--- src/rtl/dmem_arbiter_pkg.sv ---
// Shared constants, master IDs and the address-range helper for the data-memory arbiter.
package dmem_pkg;

  localparam int DATA_W = 32;
  localparam int ADDR_W = 32;
  localparam int NEL    = 1024;
  localparam int IDX_W  = $clog2(NEL);

  localparam logic [ADDR_W-1:0] BASE_ADDR = 32'd8192;
  localparam logic [ADDR_W-1:0] END_ADDR  = BASE_ADDR + ADDR_W'(4 * NEL);

  typedef enum logic {
    MST_M0 = 1'b0,
    MST_M1 = 1'b1
  } mst_id_e;

  // Plain unsigned compares: addresses below BASE_ADDR can never wrap into range.
  function automatic logic addr_in_range(input logic [ADDR_W-1:0] addr);
    return (addr >= BASE_ADDR) && (addr < END_ADDR) && (addr[1:0] == 2'b00);
  endfunction

endpackage

--- src/rtl/dmem_arbiter_rr_arb2.sv ---
// Two-input round-robin arbiter; input 1 can lock the grant while its lock request stays high.
module rr_arb2
  import dmem_pkg::*;
(
  input  logic       clk,
  input  logic       rst,
  input  logic [1:0] req,
  input  logic       lock,
  output logic [1:0] gnt
);

  mst_id_e last_gnt_q, last_gnt_d;
  logic    locked_q, locked_d;

  always_comb begin
    gnt        = 2'b00;
    last_gnt_d = last_gnt_q;
    locked_d   = locked_q;

    if (!rst) begin
      case (req)
        2'b01:   gnt = 2'b01;
        2'b10:   gnt = 2'b10;
        2'b11: begin
          if (locked_q || (last_gnt_q == MST_M0)) gnt = 2'b10;
          else                                    gnt = 2'b01;
        end
        default: gnt = 2'b00;
      endcase
    end

    if (gnt[0])      last_gnt_d = MST_M0;
    else if (gnt[1]) last_gnt_d = MST_M1;

    // Lock is taken only on an M1 grant but released as soon as M1 drops its lock request.
    if (gnt[1] && lock) locked_d = 1'b1;
    else if (!lock)     locked_d = 1'b0;
  end

  always_ff @(posedge clk) begin
    if (rst) begin
      last_gnt_q <= MST_M1;
      locked_q   <= 1'b0;
    end else begin
      last_gnt_q <= last_gnt_d;
      locked_q   <= locked_d;
    end
  end

endmodule

--- src/rtl/dmem_arbiter.sv ---
// Shares the single-port data memory between the core (M0) and a loader/debug master (M1),
// translating byte addresses to word indices and returning tagged responses one cycle later.
module dmem_arbiter
  import dmem_pkg::*;
(
  input  logic              CLK,
  input  logic              RST,
  input  logic              M0_REQ,
  input  logic              M0_WE,
  input  logic [ADDR_W-1:0] M0_ADDR,
  input  logic [DATA_W-1:0] M0_WDATA,
  output logic              M0_GNT,
  output logic              M0_RVALID,
  output logic [DATA_W-1:0] M0_RDATA,
  output logic              M0_ERR,
  input  logic              M1_REQ,
  input  logic              M1_WE,
  input  logic [ADDR_W-1:0] M1_ADDR,
  input  logic [DATA_W-1:0] M1_WDATA,
  input  logic              M1_LOCK,
  output logic              M1_GNT,
  output logic              M1_RVALID,
  output logic [DATA_W-1:0] M1_RDATA,
  output logic              M1_ERR,
  output logic [IDX_W-1:0]  MEM_ADDR,
  output logic              MEM_WR_EN,
  output logic              MEM_RD_EN,
  output logic [DATA_W-1:0] MEM_DIN,
  input  logic [DATA_W-1:0] MEM_DOUT
);

  // Handshake: a master holds REQ/WE/ADDR/WDATA until it sees GNT=1 in the same cycle; the
  // transfer completes on that edge and exactly one RVALID follows on the next cycle.
  logic [1:0]        gnt;
  logic              any_gnt;
  logic              sel_we;
  logic [ADDR_W-1:0] sel_addr;
  logic [DATA_W-1:0] sel_wdata;
  logic              acc_ok;
  logic              mem_go;
  logic [IDX_W-1:0]  word_idx;

  logic [IDX_W-1:0]  mem_addr_q, mem_addr_d;
  logic              rsp_valid_q, rsp_valid_d;
  mst_id_e           rsp_owner_q, rsp_owner_d;
  logic              rsp_rd_q, rsp_rd_d;
  logic              rsp_err_q, rsp_err_d;
  logic              m0_hit, m1_hit;

  rr_arb2 u_arb (
    .clk  (CLK),
    .rst  (RST),
    .req  ({M1_REQ, M0_REQ}),
    .lock (M1_LOCK),
    .gnt  (gnt)
  );

  always_comb begin
    any_gnt   = gnt[0] | gnt[1];
    sel_we    = gnt[1] ? M1_WE    : M0_WE;
    sel_addr  = gnt[1] ? M1_ADDR  : M0_ADDR;
    sel_wdata = gnt[1] ? M1_WDATA : M0_WDATA;
    acc_ok    = addr_in_range(sel_addr);
    mem_go    = any_gnt && acc_ok;
    // BASE_ADDR is word aligned, so subtracting the word-index fields equals (ADDR-BASE)>>2.
    word_idx  = sel_addr[IDX_W+1:2] - BASE_ADDR[IDX_W+1:2];

    mem_addr_d  = mem_go ? word_idx : mem_addr_q;
    rsp_valid_d = any_gnt;
    rsp_owner_d = gnt[1] ? MST_M1 : MST_M0;
    rsp_rd_d    = mem_go && !sel_we;
    rsp_err_d   = any_gnt && !acc_ok;
  end

  always_ff @(posedge CLK) begin
    if (RST) begin
      mem_addr_q  <= '0;
      rsp_valid_q <= 1'b0;
      rsp_owner_q <= MST_M0;
      rsp_rd_q    <= 1'b0;
      rsp_err_q   <= 1'b0;
    end else begin
      mem_addr_q  <= mem_addr_d;
      rsp_valid_q <= rsp_valid_d;
      rsp_owner_q <= rsp_owner_d;
      rsp_rd_q    <= rsp_rd_d;
      rsp_err_q   <= rsp_err_d;
    end
  end

  always_comb begin
    M0_GNT    = gnt[0];
    M1_GNT    = gnt[1];
    MEM_ADDR  = mem_addr_d;
    MEM_WR_EN = mem_go && sel_we;
    MEM_RD_EN = mem_go && !sel_we;
    MEM_DIN   = sel_wdata;

    m0_hit    = rsp_valid_q && (rsp_owner_q == MST_M0);
    m1_hit    = rsp_valid_q && (rsp_owner_q == MST_M1);
    M0_RVALID = m0_hit;
    M1_RVALID = m1_hit;
    M0_ERR    = m0_hit && rsp_err_q;
    M1_ERR    = m1_hit && rsp_err_q;
    M0_RDATA  = (m0_hit && rsp_rd_q) ? MEM_DOUT : '0;
    M1_RDATA  = (m1_hit && rsp_rd_q) ? MEM_DOUT : '0;
  end

endmodule

--- config.mk ---
export PLATFORM = sky130hd
export DESIGN_NAME = dmem_arbiter
export DESIGN_NICKNAME = d
export VERILOG_FILES = /design/src/rtl/dmem_arbiter_pkg.sv /design/src/rtl/dmem_arbiter_rr_arb2.sv /design/src/rtl/dmem_arbiter.sv
export SDC_FILE = /design/constraint.sdc
export NUM_CORES = 1
export LEC_CHECK = 0
export BUFFER_PORTS_ARGS = -buffer_cell sky130_fd_sc_hd__buf_2
export CAP_MARGIN = 10
export CORE_AREA = 2 2 108 110
export DETAILED_ROUTE_END_ITERATION = 6
export DIE_AREA = 0 0 110 112
export PLACE_DENSITY = 0.52
export RECOVER_POWER = 25
export SYNTH_ARGS = -nofsm -noshare
export SYNTH_HDL_FRONTEND = slang
export SYNTH_SLANG_ARGS = --single-unit
--- constraint.sdc ---
create_clock -name CLK -period 2.8 [get_ports CLK]
set_input_delay 0.42 -clock CLK [delete_from_list [all_inputs] [get_ports CLK]]
set_output_delay 0.42 -clock CLK [all_outputs]
set_load 0.1 [all_outputs]
==> impl_metrics.json <==
{
  "grt_first_pass_wirelength_um": 14800,
  "ys_warn_count": 0,
  "path_cells": "buf_2, nor4_1, nand4_1, o32ai_4, and2_4, buf_12, a21oi_2, buf_12",
  "cp.required_ns": 2.38,
  "worst_setup_path_end_kind": "primary output",
  "cp_common_cell": "buf_12",
  "crit_arrival_ns": 2.22,
  "die-area_um2": 12300,
  "avgSynthCellArea_um2": 6.51,
  "initial_utilization_pct": 16.4,
  "drtAntennaViolNets": 0,
  "dp_slack_ns": 0.136,
  "antenna_found_initial": 0,
  "fill_cells": 1108,
  "cts_setup_buffers": 0,
  "fp.dieH_um": 112,
  "clock_path_buffers": 2,
  "syn_to_final_growth_pct": 163,
  "drv_cap": 0,
  "cp-start-kind": "input pin",
  "dp_hpwl_um": 8620,
  "ys_seq_area_share_pct": 17.5,
  "power_switching_uw": 574,
  "setup_slack_ns": 0.161,
  "p_leak_nw": 2.55,
  "final_max_slew_viol_count": 0,
  "outcome": "finished, final reports clean",
  "setup_viol": 0,
  "dr.max_layer_used": "met4",
  "synth_cell_types": 30,
  "drcViolationCount": 0,
  "gr-total-overflow": 0,
  "numPortBuffers": 280,
  "synth.area.top_cells": "nand2_1, dfxtp_1, and3_1",
  "clk_latency_ns": 0.24,
  "gp_congestion": 0.790,
  "root_buffer": "clkbuf_16",
  "p_seq_share_pct": 18.5,
  "rsz0062_at_grt": "no",
  "power.density_nw_per_um2": 264,
  "netSwitchingFraction_pct": 45.1,
  "p_comb_share_pct": 60.5,
  "cpMaxStageDelayCell": "o32ai_4",
  "vias_per_cell": 4.31,
  "final-hold-violation-count": 0,
  "core_area_um2": 11200,
  "met2_length_um": 5210,
  "wl_met1_um": 3690,
  "cts.hold.buffers_added": 0,
  "io_pins": 281,
  "fin_setup_tns_ns": 0,
  "layout.area.seq_um2": 320,
  "vias": 2992,
  "synth_seq_cells": 16,
  "yosys.area.top_type_share_pct": 20.1,
  "finalCritPeriodShare_pct": 94.2,
  "r2r_cells": 6,
  "die_w_um": 110,
  "peakVddDrop_v": 0.000247,
  "synth_nets": 448,
  "groute.usage.overall_pct": 14.9,
  "dr_wl_met3_um": 881,
  "wl_per_cell_um": 14.4,
  "htree_num_levels": 1,
  "netlist_instances": 281,
  "routed_wl_um": 10000,
  "total_power_mw": 1.27,
  "grt_pass1_vias": 2913,
  "multi_input_area_um2": 1400,
  "hold-path-cell-count": 2,
  "n_antenna_cell": 0,
  "clkTransAtPathRegs_ns": 0.05,
  "drt_pass1_iterations": 4,
  "grt_max_degree": 35,
  "fin_worst_skew_ns": 0.00146,
  "drive_gt1_share_pct": 57.8,
  "final_nets": 721,
  "rows": 39,
  "slew_headroom_pct": 18.1,
  "cts_resized": 0,
  "cts.sinks": 16,
  "netlist.top_cell.by_area": "nand2_1",
  "syn_area_um2": 1830,
  "timing.fmax_mhz": 379,
  "hold_path_class": "in -> reg",
  "p_int_uw": 699,
  "drt_first_iter_violations": 134,
  "path_class": "in -> out",
  "cts_tree": "yes",
  "worst_pin_slew_ns": 1.23,
  "crit_path_max_incr_delay_ns": 0.45,
  "cts_buffers": 3,
  "crit_path_max_fanout": 12,
  "period_needed_ns": 2.64,
  "power_frac_clock_pct": 21.0
}
cell type report:
| class | instances | share of cell area [%] |
|---|---|---|
| clock buffer | 3 | 1.56 |
| inverter | 4 | 0.312 |
| multi-input combinational | 239 | 29.0 |
| sequential | 16 | 6.65 |
| tap | 143 | 3.72 |
| timing repair buffer | 290 | 58.7 |
placed cells by master, fill, tap and decap left out, types with 2 or more instances in the layout:
master	count
a211oi_1	4
a211oi_2	6
a21oi_1	6
a21oi_2	16
and2_1	35
and3_1	36
buf_12	91
buf_2	171
buf_4	6
clkbuf_1	3
clkbuf_16	3
clkbuf_2	19
dfxtp_1	16
inv_1	2
inv_2	2
mux2i_1	11
nand2_1	98
nand2b_1	2
nand4_1	2
nor2_1	4
nor4_1	8
power by group through the flow:
stage	combinational, mW	clock, mW	sequential [mW]
5_1_grt	0.806	0.281	0.236
3_3_place_gp	0.769	0	0.240
3_5_place_dp	0.774	0	0.240
6_report	0.770	0.267	0.236
4_1_cts	0.777	0.270	0.236
2_1_floorplan	0.428	0	0.239
per-stage QoR:
step                      std cells  hold WS, ns  area (µm²)  utilization [%]
after floorplan                 281        0.437        1870                -
after global placement          692        0.448        5030             45.0
after detailed placement        692        0.460        5030             45.0
after CTS                       695        0.411        5100             45.7
after global routing            695        0.445        4820             43.1
final                           695        0.411        4820             43.1
per-layer routing:
layer  GRT usage, %  vias up
met5              0        -
met4           3.38        0
met3           3.34       16
met2           28.2      142
met1           16.5     1346
li1               -     1488
worst max-delay path: cells and delay by family:
kind	cells	cell delay, ns
AO/OA/AOI/OAI	2	0.52
AND/OR/NAND/NOR	3	0.82
buffers and inverters	3	0.43
cells in the mapped netlist, drive strengths merged:
library cell and count:
and3 36, clkbuf 11, inv 4, nor2 4, a211oi 10, nor3 1, nand2 98, mux2i 11
o32ai 1, nor4b 2, buf 11, a21oi 22, and3b 1, nand2b 2, nand4 2, dfxtp 16
o211ai 1, or2 1, o21ai 1, and2 36, nor2b 2, nor4 8
flip-flops by register name (all words and copies together) (netlist names):
register	cells
mem_addr_q	10
rsp_err_q	1
rsp_owner_q	1
rsp_rd_q	1
rsp_valid_q	1
u_arb.last_gnt_q	1
u_arb.locked_q	1
worst paths after layout:
check / startpoint / to / slack, ns
hold reg to reg: u_arb.locked_q / u_arb.locked_q / 0.47
setup / recovery: M1_ADDR[31] / MEM_ADDR[4] / 0.16
setup reg to reg: u_arb.locked_q / mem_addr_q[7] / 0.90
hold / removal: M0_REQ / u_arb.last_gnt_q / 0.41
logic make-up after synthesis:
kind of cell	share of synthesized area, %
buf+inv	7.80
compound gates	15.7
simple gates	53.0
mux	6.02
flops	17.5
Note: power is estimated with default switching activity, not from simulation.
